--- src/rtl/ejtag_drseg_ctl_pkg.sv ---
// Shared constants, state encodings and request classification for the
// drseg access sequencer in front of the data-breakpoint unit.
package ejtag_drseg_ctl_pkg;

    localparam int unsigned DRSEG_AW = 14;
    localparam int unsigned OFF_W    = 16;
    localparam int unsigned DATA_W   = 32;
    localparam int unsigned EJ_AW    = 6;

    localparam logic [15:0] OFF_DBS        = 16'h2000;
    localparam logic [15:0] OFF_BRK_BASE   = 16'h2100;
    localparam logic [15:0] OFF_BRK_STRIDE = 16'h0100;
    localparam int unsigned BRK_SH         = $clog2(OFF_BRK_STRIDE);

    localparam logic [7:0] ROFF_DBA = 8'h00;
    localparam logic [7:0] ROFF_DBM = 8'h08;
    localparam logic [7:0] ROFF_DBC = 8'h18;
    localparam logic [7:0] ROFF_DBV = 8'h20;

    localparam logic [1:0] RC_DBA = 2'b00;
    localparam logic [1:0] RC_DBC = 2'b01;
    localparam logic [1:0] RC_DBM = 2'b10;
    localparam logic [1:0] RC_DBV = 2'b11;

    typedef enum logic [1:0] {
        ST_IDLE   = 2'd0,
        ST_ACCESS = 2'd1,
        ST_RESP   = 2'd2
    } state_e;

    typedef enum logic [1:0] {
        CL_LEGAL = 2'd0,
        CL_NULL  = 2'd1,
        CL_ERROR = 2'd2
    } cls_e;

    // Debug mode is checked first so a non-debug access always errors.
    function automatic cls_e classify(input logic dm, input logic mapped,
                                      input logic rd, input logic [3:0] be);
        cls_e c;
        c = CL_LEGAL;
        if (!dm)
            c = CL_ERROR;
        else if (!mapped)
            c = CL_NULL;
        else if (!rd && (be != 4'hF))
            c = CL_NULL;
        return c;
    endfunction

endpackage

--- src/rtl/ejtag_drseg_ctl_if.sv ---
// Core-side drseg request/acknowledge bus.
interface ejtag_drseg_ctl_if;
    import ejtag_drseg_ctl_pkg::*;

    logic                DRSEG_REQ;
    logic                DRSEG_RW;
    logic [DRSEG_AW-1:0] DRSEG_ADDR;
    logic [3:0]          DRSEG_BE;
    logic [DATA_W-1:0]   DRSEG_WDATA;
    logic                DRSEG_ACK;
    logic [DATA_W-1:0]   DRSEG_RDATA;
    logic                DRSEG_ERR;

    modport master (
        output DRSEG_REQ, DRSEG_RW, DRSEG_ADDR, DRSEG_BE, DRSEG_WDATA,
        input  DRSEG_ACK, DRSEG_RDATA, DRSEG_ERR
    );

    modport slave (
        input  DRSEG_REQ, DRSEG_RW, DRSEG_ADDR, DRSEG_BE, DRSEG_WDATA,
        output DRSEG_ACK, DRSEG_RDATA, DRSEG_ERR
    );

endinterface

--- src/rtl/ejtag_drseg_decode.sv ---
// Maps a drseg byte offset onto the compact breakpoint register address.
module ejtag_drseg_decode
    import ejtag_drseg_ctl_pkg::*;
#(
    parameter int unsigned NDBRK = 2
) (
    input  logic [OFF_W-1:0] i_offset,
    output logic             o_sel_dbs,
    output logic             o_sel_dbrs,
    output logic [EJ_AW-1:0] o_ejdi_addr,
    output logic             o_mapped
);

    logic [OFF_W-1:0] w_rel;
    logic [7:0]       w_idx;
    logic [1:0]       w_rc;
    logic             w_rhit;
    logic             w_in_range;

    always_comb begin
        o_sel_dbs   = 1'b0;
        o_sel_dbrs  = 1'b0;
        o_ejdi_addr = '0;
        o_mapped    = 1'b0;
        w_rc        = RC_DBA;
        w_rhit      = 1'b1;

        w_rel      = i_offset - OFF_BRK_BASE;
        w_idx      = 8'(w_rel >> BRK_SH);
        w_in_range = (i_offset >= OFF_BRK_BASE) && (w_idx < 8'(NDBRK));

        unique case (w_rel[7:0])
            ROFF_DBA: w_rc = RC_DBA;
            ROFF_DBC: w_rc = RC_DBC;
            ROFF_DBM: w_rc = RC_DBM;
            ROFF_DBV: w_rc = RC_DBV;
            default:  w_rhit = 1'b0;
        endcase

        if (i_offset == OFF_DBS) begin
            o_sel_dbs = 1'b1;
            o_mapped  = 1'b1;
        end else if (w_in_range && w_rhit) begin
            o_sel_dbrs  = 1'b1;
            o_mapped    = 1'b1;
            o_ejdi_addr = {w_idx[3:0], w_rc};
        end
    end

endmodule

--- src/rtl/ejtag_drseg_ctl.sv ---
// drseg access sequencer: filters illegal requests, issues one strobe per
// legal access to the breakpoint unit and returns a one-cycle acknowledge.
module ejtag_drseg_ctl
    import ejtag_drseg_ctl_pkg::*;
#(
    parameter int unsigned NDBRK = 2
) (
    input  logic                CORE_CLOCK,
    input  logic                RESET_D1_R_N,
    input  logic                CP0_DM,
    ejtag_drseg_ctl_if.slave    drseg,
    output logic [DATA_W-1:0]   EJDI_DATA,
    output logic [EJ_AW-1:0]    EJDI_ADDR,
    output logic                EJDI_RW,
    output logic                EJ_STROBE,
    output logic                EJDI_SELDBS,
    output logic                EJDI_SELDBRS,
    input  logic [DATA_W-1:0]   EJDM_DATA
);

    state_e            r_state;
    state_e            w_state_nxt;
    logic [OFF_W-1:0]  w_offset;
    logic              w_sel_dbs;
    logic              w_sel_dbrs;
    logic [EJ_AW-1:0]  w_dec_addr;
    logic              w_mapped;
    cls_e              w_cls;
    logic              w_accept;
    logic              w_go_access;

    logic              r_ack;
    logic              r_err;
    logic [DATA_W-1:0] r_rdata;
    logic              r_strobe;
    logic              r_sel_dbs;
    logic              r_sel_dbrs;
    logic [EJ_AW-1:0]  r_addr;
    logic              r_rw;
    logic [DATA_W-1:0] r_wdata;

    assign w_offset = {drseg.DRSEG_ADDR, 2'b00};

    ejtag_drseg_decode #(.NDBRK(NDBRK)) u_decode (
        .i_offset    (w_offset),
        .o_sel_dbs   (w_sel_dbs),
        .o_sel_dbrs  (w_sel_dbrs),
        .o_ejdi_addr (w_dec_addr),
        .o_mapped    (w_mapped)
    );

    assign w_cls       = classify(CP0_DM, w_mapped, drseg.DRSEG_RW, drseg.DRSEG_BE);
    assign w_accept    = (r_state == ST_IDLE) && drseg.DRSEG_REQ;
    assign w_go_access = (w_state_nxt == ST_ACCESS);

    always_ff @(posedge CORE_CLOCK) begin
        if (!RESET_D1_R_N)
            r_state <= ST_IDLE;
        else
            r_state <= w_state_nxt;
    end

    // Filtered requests skip ACCESS so the breakpoint unit never sees them.
    always_comb begin
        w_state_nxt = r_state;
        unique case (r_state)
            ST_IDLE:   if (drseg.DRSEG_REQ)
                           w_state_nxt = (w_cls == CL_LEGAL) ? ST_ACCESS : ST_RESP;
            ST_ACCESS: w_state_nxt = ST_RESP;
            ST_RESP:   w_state_nxt = ST_IDLE;
            default:   w_state_nxt = ST_IDLE;
        endcase
    end

    // Strobe/selects/ack are registered from the next state so they are glitch-free.
    always_ff @(posedge CORE_CLOCK) begin
        if (!RESET_D1_R_N) begin
            r_ack      <= 1'b0;
            r_err      <= 1'b0;
            r_rdata    <= '0;
            r_strobe   <= 1'b0;
            r_sel_dbs  <= 1'b0;
            r_sel_dbrs <= 1'b0;
            r_addr     <= '0;
            r_rw       <= 1'b1;
            r_wdata    <= '0;
        end else begin
            r_ack      <= (w_state_nxt == ST_RESP);
            r_err      <= w_accept && (w_cls == CL_ERROR);
            r_strobe   <= w_go_access;
            r_sel_dbs  <= w_go_access && w_sel_dbs;
            r_sel_dbrs <= w_go_access && w_sel_dbrs;
            r_rdata    <= ((r_state == ST_ACCESS) && r_rw) ? EJDM_DATA : '0;
            if (w_accept) begin
                r_addr  <= w_dec_addr;
                r_rw    <= drseg.DRSEG_RW;
                r_wdata <= drseg.DRSEG_WDATA;
            end
        end
    end

    assign drseg.DRSEG_ACK   = r_ack;
    assign drseg.DRSEG_ERR   = r_err;
    assign drseg.DRSEG_RDATA = r_rdata;
    assign EJ_STROBE         = r_strobe;
    assign EJDI_SELDBS       = r_sel_dbs;
    assign EJDI_SELDBRS      = r_sel_dbrs;
    assign EJDI_ADDR         = r_addr;
    assign EJDI_RW           = r_rw;
    assign EJDI_DATA         = r_wdata;

endmodule
--- src/flat_wrapper.sv ---
// flat-port wrapper written by rule: the top's interface ports become plain ports
module ejtag_drseg_ctl_flat import ejtag_drseg_ctl_pkg::*;
#(
    parameter int unsigned NDBRK = 2
)
  (CORE_CLOCK, RESET_D1_R_N, CP0_DM, EJDI_DATA, EJDI_ADDR, EJDI_RW, EJ_STROBE, EJDI_SELDBS, EJDI_SELDBRS, EJDM_DATA, drseg_DRSEG_REQ, drseg_DRSEG_RW, drseg_DRSEG_ADDR, drseg_DRSEG_BE, drseg_DRSEG_WDATA, drseg_DRSEG_ACK, drseg_DRSEG_RDATA, drseg_DRSEG_ERR);
  ejtag_drseg_ctl_if drseg_i ();
  input  logic CORE_CLOCK;
  input  logic RESET_D1_R_N;
  input  logic CP0_DM;
  output logic [DATA_W-1:0] EJDI_DATA;
  output logic [EJ_AW-1:0] EJDI_ADDR;
  output logic EJDI_RW;
  output logic EJ_STROBE;
  output logic EJDI_SELDBS;
  output logic EJDI_SELDBRS;
  input  logic [DATA_W-1:0] EJDM_DATA;
  input wire logic [$bits(drseg_i.DRSEG_REQ)-1:0] drseg_DRSEG_REQ;
  input wire logic [$bits(drseg_i.DRSEG_RW)-1:0] drseg_DRSEG_RW;
  input wire logic [$bits(drseg_i.DRSEG_ADDR)-1:0] drseg_DRSEG_ADDR;
  input wire logic [$bits(drseg_i.DRSEG_BE)-1:0] drseg_DRSEG_BE;
  input wire logic [$bits(drseg_i.DRSEG_WDATA)-1:0] drseg_DRSEG_WDATA;
  output wire logic [$bits(drseg_i.DRSEG_ACK)-1:0] drseg_DRSEG_ACK;
  output wire logic [$bits(drseg_i.DRSEG_RDATA)-1:0] drseg_DRSEG_RDATA;
  output wire logic [$bits(drseg_i.DRSEG_ERR)-1:0] drseg_DRSEG_ERR;
  assign drseg_i.DRSEG_REQ = drseg_DRSEG_REQ;
  assign drseg_i.DRSEG_RW = drseg_DRSEG_RW;
  assign drseg_i.DRSEG_ADDR = drseg_DRSEG_ADDR;
  assign drseg_i.DRSEG_BE = drseg_DRSEG_BE;
  assign drseg_i.DRSEG_WDATA = drseg_DRSEG_WDATA;
  assign drseg_DRSEG_ACK = drseg_i.DRSEG_ACK;
  assign drseg_DRSEG_RDATA = drseg_i.DRSEG_RDATA;
  assign drseg_DRSEG_ERR = drseg_i.DRSEG_ERR;
  ejtag_drseg_ctl #(.NDBRK(NDBRK)) u_core (.CORE_CLOCK(CORE_CLOCK), .RESET_D1_R_N(RESET_D1_R_N), .CP0_DM(CP0_DM), .drseg(drseg_i), .EJDI_DATA(EJDI_DATA), .EJDI_ADDR(EJDI_ADDR), .EJDI_RW(EJDI_RW), .EJ_STROBE(EJ_STROBE), .EJDI_SELDBS(EJDI_SELDBS), .EJDI_SELDBRS(EJDI_SELDBRS), .EJDM_DATA(EJDM_DATA));
endmodule
--- config.mk ---
export PLATFORM = sky130hd
export DESIGN_NAME = ejtag_drseg_ctl_flat
export DESIGN_NICKNAME = d
export VERILOG_FILES = /design/src/rtl/ejtag_drseg_ctl_pkg.sv /design/src/rtl/ejtag_drseg_ctl_if.sv /design/src/rtl/ejtag_drseg_decode.sv /design/src/rtl/ejtag_drseg_ctl.sv /design/src/flat_wrapper.sv
export SDC_FILE = /design/constraint.sdc
export NUM_CORES = 1
export LEC_CHECK = 0
export CELL_PAD_IN_SITES_DETAIL_PLACEMENT = 0
export CELL_PAD_IN_SITES_GLOBAL_PLACEMENT = 1
export CORE_UTILIZATION = 43
export CTS_BUF_LIST = sky130_fd_sc_hd__clkbuf_16
export DETAILED_ROUTE_END_ITERATION = 10
export DONT_BUFFER_PORTS = 1
export PLACE_DENSITY_LB_ADDON = 0.08
export SYNTH_ARGS = -nofsm -noshare
export SYNTH_HDL_FRONTEND = slang
export SYNTH_SLANG_ARGS = --single-unit
--- constraint.sdc ---
create_clock -name CORE_CLOCK -period 1.7 [get_ports CORE_CLOCK]
set_input_delay 0.085 -clock CORE_CLOCK [delete_from_list [all_inputs] [get_ports CORE_CLOCK]]
set_output_delay 0.085 -clock CORE_CLOCK [all_outputs]
set_load 0.05 [all_outputs]
==> impl_metrics.toml, run 1 <==
[synth]
synth_edf_count = 0
ys_seq_elements = 78
synth-simple-area-share = 0.2401
syn_area_per_cell_um2 = 9.655
synthTopCellsByArea = "dfxtp_1, nand2_1, a21boi_0"
yosys.area_share.adder = 0.009528
ys.flop_type = "dfxtp_1"
synth_top_family_by_area = "simple AND/OR/NAND/NOR gates"
yosys_warnings = 0
synth.area.mux_share = 0.003811
synth.most_common_cell = "dfxtp_1"
async_reset_ff_frac = 0
syn_nets = 361
synthCells = 272
yosysTopAreaCellShare = 0.5946
netlist_area_um2 = 2626
yosys.area.top_type = "dfxtp_1"
synth_compound_area_frac = 0.1182
synth_common_cells = "dfxtp_1, nand2_1, a21boi_0, and2_1, clkbuf_1"
synth.distinct_cells = 28
synthXorXnorAreaFrac = 0.01000
synth-seq-area-share = 0.5946

[timing]
holdWs_ns = 0.008900
rsz0062_at_grt = "false"
finalCriticalPeriod_ns = 1.522
fin_skew_ns = 0.006200
hold_viol_final = 0
worst_slew_pin_slew_ns = 0.8133
finalCritPeriodShare = 0.8952
setup_tns_ns = 0
clock.fmax_mhz = 657.1
setup_viol = 0
timing.final.ws_setup_ns = 0.1781
max_slew_margin = 0.4578
report.final.slew_viol_count = 0

[clock_network]
clk_pin_slew_ns = 0.06
cts_tree = "done"
h-tree-depth = 3
clock_tree.root_cell = "clkbuf_16"
postCtsSetupBuffers = 0
clockBufferDepth = 2
cts_made_buffers = 9
clock_sinks = 78
clk_latency_ns = 0.33

[layout]
drive_above_1_share = 0.1372
areaGrowthSynthToFinish_pct = 50.12
diodes = 0
num-fill-cells = 494
instances_no_fill = 454
utilization = 0.6659
final_net_count = 463
fin_area_um2 = 3943

[power]
p_comb_frac = 0.119
p_int_mw = 3.121
p_seq_frac = 0.452
p_sw_frac = 0.2653
ir_worst_vdd_uv = 640.4
p_clk_frac = 0.429
powerDensity_nw_per_um2 = 1078
p_switching_mw = 1.127
p_total_mw = 4.248
power_leakage_nw = 1.640

[die]
die_h_um = 80.15
core-area_um2 = 5921
rows = 28
die_area_um2 = 6424
initial_core_util = 0.4436
io_pins = 163
die_x_um = 80.15

[route]
vias = 2171
routed_wl_um = 6557
vias_per_cell = 4.782
wl_per_cell_um = 14.44
first_pass_iters = 4
postRouteAntennaNets = 0
drtIter0Drc = 67
drc_errors = 0

[global_routing]
gr-usage-all-layers = 0.2036
grt-ovfl-total = 0
antenna_found_initial = 0
grt_pass1_vias = 2015
grt_max_degree = 41
grt_pass1_wl_um = 9749

[worst_setup_path]
crit_path_end_kind = "register"
crit_fanout = 32
max_stage_delay_ns = 0.71
cp_slowest_cell = "and3_1"
worstPathArrival_ns = 1.79
crit_required_ns = 1.97
crit_family = "simple AND/OR/NAND/NOR gates"
critical_path_class = "reg -> reg"
crit_chain = "nor2b_1 -> and3_1 -> and2_1"
crit_buf_inv = 0
cp-start-kind = "register"

[placed_design]
dp.cells = 367
place_congestion = 0.7313
port_buffers = 0
pre_cts_slack_ns = 0.1986
hpwl_um = 3951
place_area_um2 = 2933

[outcome]
status = "completed"

[hold_path]
hold_class = "in -> reg"

[flow_run]
cap_violations = 0
[sequential cells by signal, summed over array words and instances (netlist names)]
name                      flops
u_core.drseg.DRSEG_ERR        1
u_core.EJDI_ADDR              6
u_core.drseg.DRSEG_RDATA     32
u_core.EJDI_DATA             32
u_core.EJDI_SELDBS            1
u_core.r_state                2
u_core.drseg.DRSEG_ACK        1
u_core.EJDI_RW                1
u_core.EJDI_SELDBRS           1
u_core.EJ_STROBE              1
[layout by cell type (no fill, tap or decap), types with 3 or more instances in the layout]
cell,instances
dfxtp_1,78
nand2_1,71
dlygate4sd3_1,70
buf_4,33
a21boi_0,32
and2_1,32
clkbuf_16,9
nor2_1,8
nand3_1,6
and3_1,5
xnor2_1,3
[routing by layer]
metal	vias up	part of all wire	GRT usage
met3	10	0.083	0.06932
met1	978	0.40	0.2224
met2	92	0.50	0.3521
met4	0	0.014	0.09643
li1	1091	-	-
met5	-	0	0
[kinds of logic after synthesis]
group | count (synthesis)
simple gates | 131
flops | 78
compound gates | 41
buf+inv | 16
xor+xnor | 3
fa+ha+maj | 2
mux | 1
[path summary, 6_finish.rpt]
| kind | slack, ns | depth (start not counted) | start | endpoint |
|---|---|---|---|---|
| hold reg to reg | 0.46 | 2 | u_core.EJDI_DATA[8] | u_core.EJDI_DATA[8] |
| setup reg to reg | 0.18 | 3 | u_core.r_state[1] | u_core.drseg.DRSEG_RDATA[9] |
| setup / recovery | 0.18 | 3 | u_core.r_state[1] | u_core.drseg.DRSEG_RDATA[9] |
| hold / removal | 0.009 | 2 | RESET_D1_R_N | u_core.EJDI_RW |
[worst reg2reg max path: stages (launching register included)]
cell	delay, ns
dfxtp_1	0.34
nor2b_1	0.16
and3_1	0.71
and2_1	0.25
[power groups by stage]
stage / sequential (mW) / combinational, mW / clock, mW
finish: 1.92 / 0.504 / 1.82
global route: 1.92 / 0.541 / 1.93
CTS: 1.92 / 0.506 / 1.86
detailed placement: 1.96 / 0.360 / 0
global placement: 1.96 / 0.355 / 0
floorplan: 2.11 / 0.122 / 0
[repair_timing]
action	CTS	global route
hold buffers	71	0
gates resized for setup	0	0
hold endpoints to repair	78	0
[layout make-up]
| class | count | area, µm² | area share |
|---|---|---|---|
| Inverter | 2 | 7.507 | 0.001904 |
| Clock inverter | 7 | 63.81 | 0.01619 |
| Tap cell | 75 | 93.84 | 0.02380 |
| Timing Repair Buffer | 105 | 988.4 | 0.2507 |
| Multi-Input combinational cell | 178 | 1002 | 0.2542 |
| Sequential cell | 78 | 1562 | 0.3961 |
| Clock buffer | 9 | 225.2 | 0.05712 |
Note: power is estimated with default switching activity, not from simulation.
==> inputs of run 2 (changes only) <==
--- a/config.mk
+++ b/config.mk
@@ -11,7 +11,7 @@
 export CTS_BUF_LIST = sky130_fd_sc_hd__clkbuf_16
 export DETAILED_ROUTE_END_ITERATION = 10
 export DONT_BUFFER_PORTS = 1
-export PLACE_DENSITY_LB_ADDON = 0.08
+export PLACE_DENSITY_LB_ADDON = 0.1
 export SYNTH_ARGS = -nofsm -noshare
 export SYNTH_HDL_FRONTEND = slang
 export SYNTH_SLANG_ARGS = --single-unit
==> run 2 against run 1 <==
Utilization did not move. Largest power group unchanged. Clock power hardly changed. Clock skew is essentially flat. Wire length fell by 2.4%. Global-route usage shrank 0.55 points. Non-clock buffer count unchanged. Total power down 0.31%.
==> impl_metrics.toml, run 2 (synthesis results as in run 1) <==
[die]
initial_core_util = 0.4436
core-area_um2 = 5921
die_h_um = 80.15
die_x_um = 80.15
die_area_um2 = 6424
io_pins = 163
rows = 28

[worst_setup_path]
reg2reg_depth = 2
critical_path_class = "reg -> reg"
crit_end = "u_core.drseg.DRSEG_RDATA[25]"
crit_required_ns = 1.97
worstPathArrival_ns = 1.79
rrSetupSlack_ns = 0.18
cp-start-kind = "register"
r2r-start = "u_core.r_state[0]"
crit_path_end_kind = "register"
worstReg2RegEnd = "u_core.drseg.DRSEG_RDATA[25]"
critPathLaunch = "u_core.r_state[0]"
crit_fanout = 32

[layout]
fin_area_um2 = 3943
utilization = 0.6659
drive_above_1_share = 0.1372
diodes = 0
area.sequential_um2 = 1562
multi_input_area_um2 = 1002
final_cell_mix = "dfxtp_1, nand2_1, dlygate4sd3_1"
final_net_count = 463
areaGrowthSynthToFinish_pct = 50.12
instances_no_fill = 454
final_common_cell = "dfxtp_1"
num-fill-cells = 484

[global_routing]
gr-usage-all-layers = 0.1981
antenna_found_initial = 0
use_met2 = 0.3393
top_usage_layer = "met2"
grt-ovfl-total = 0
grt_pass1_wl_um = 9473
grt.met1_usage = 0.2149
grt_pass1_vias = 1919
met3_usage = 0.08636
grt_max_degree = 41

[placed_design]
port_buffers = 0
place_area_um2 = 2933
hpwl_um = 3822
dp.cells = 367
pre_cts_slack_ns = 0.1957
place_congestion = 0.6888

[timing]
worst_slew_pin_slew_ns = 0.8260
clock.fmax_mhz = 657.6
report.final.slew_viol_count = 0
max_slew_margin = 0.4493
finalCritPeriodShare = 0.8945
setup_viol = 0
timing.final.ws_setup_ns = 0.1793
hold_viol_final = 0
rsz0062_at_grt = "false"
setup_tns_ns = 0
holdWs_ns = 0.008259
fin_skew_ns = 0.005997
finalCriticalPeriod_ns = 1.521

[clock_network]
clock_sinks = 78
cts_made_buffers = 9
clock_tree.root_cell = "clkbuf_16"
clk_latency_ns = 0.32
h-tree-depth = 3
clk_pin_slew_ns = 0.06
cts_tree = "done"
clockBufferDepth = 2

[route]
drc_errors = 0
first_pass_iters = 4
vias_per_cell = 4.725
drtIter0Drc = 45
routed_wl_um = 6401
vias = 2145
postRouteAntennaNets = 0
wl_per_cell_um = 14.10

[hold_path]
min_from = "RESET_D1_R_N"
hold_class = "in -> reg"
holdPathStages = 2

[flow_run]
cap_violations = 0

[power]
p_total_mw = 4.235
powerDensity_nw_per_um2 = 1074
ir_worst_vdd_uv = 828.7
power_leakage_nw = 1.640

[outcome]
status = "completed"
==> run 2: cell counts in the layout (fill, tap and decap cells not counted) <==
No cell type changed its count.
==> run 2: repair_timing <==
item / 4_1_cts / 5_1_grt
setup buffers: 0 / 0
hold endpoints to repair: 78 / 0
hold buffers: 71 / 0
gates resized for setup: 0 / 0
==> run 2: area by class of cell <==
class,count,share of cell area
timing repair buffer,105,0.2507
sequential,78,0.3961
inverter,2,0.001904
clock buffer,9,0.05712
multi-input combinational,178,0.2542
clock inverter,7,0.01619
tap,75,0.02380
==> run 2: critical path: stages (launching register included) <==
cell and delay [ns]:
dfxtp_1 0.46, and3_1 0.75, and2_1 0.24
==> run 2: metal layers <==
layer,share of wire,routed length [µm]
met3,0.095,607
met4,0.012,74
met5,0,0
met1,0.40,2582
met2,0.49,3135
==> run 2: worst min-delay path by stage <==
| stage | end | slack, ns |
|---|---|---|
| 3_5_place_dp | u_core.drseg.DRSEG_ERR | 0.16 |
| 5_1_grt | u_core.EJDI_RW | 0.03 |
| 3_3_place_gp | u_core.drseg.DRSEG_ERR | 0.16 |
| 2_1_floorplan | u_core.drseg.DRSEG_ERR | 0.16 |
| 6_report | u_core.EJDI_RW | 0.008 |
| 4_1_cts | u_core.EJDI_RW | 0.002 |
==> run 2: power breakdown <==
part           switching [mW]  internal, mW
Sequential             0.0394          1.88
Combinational           0.283         0.225
Clock                   0.790          1.02
Total                    1.11          3.12
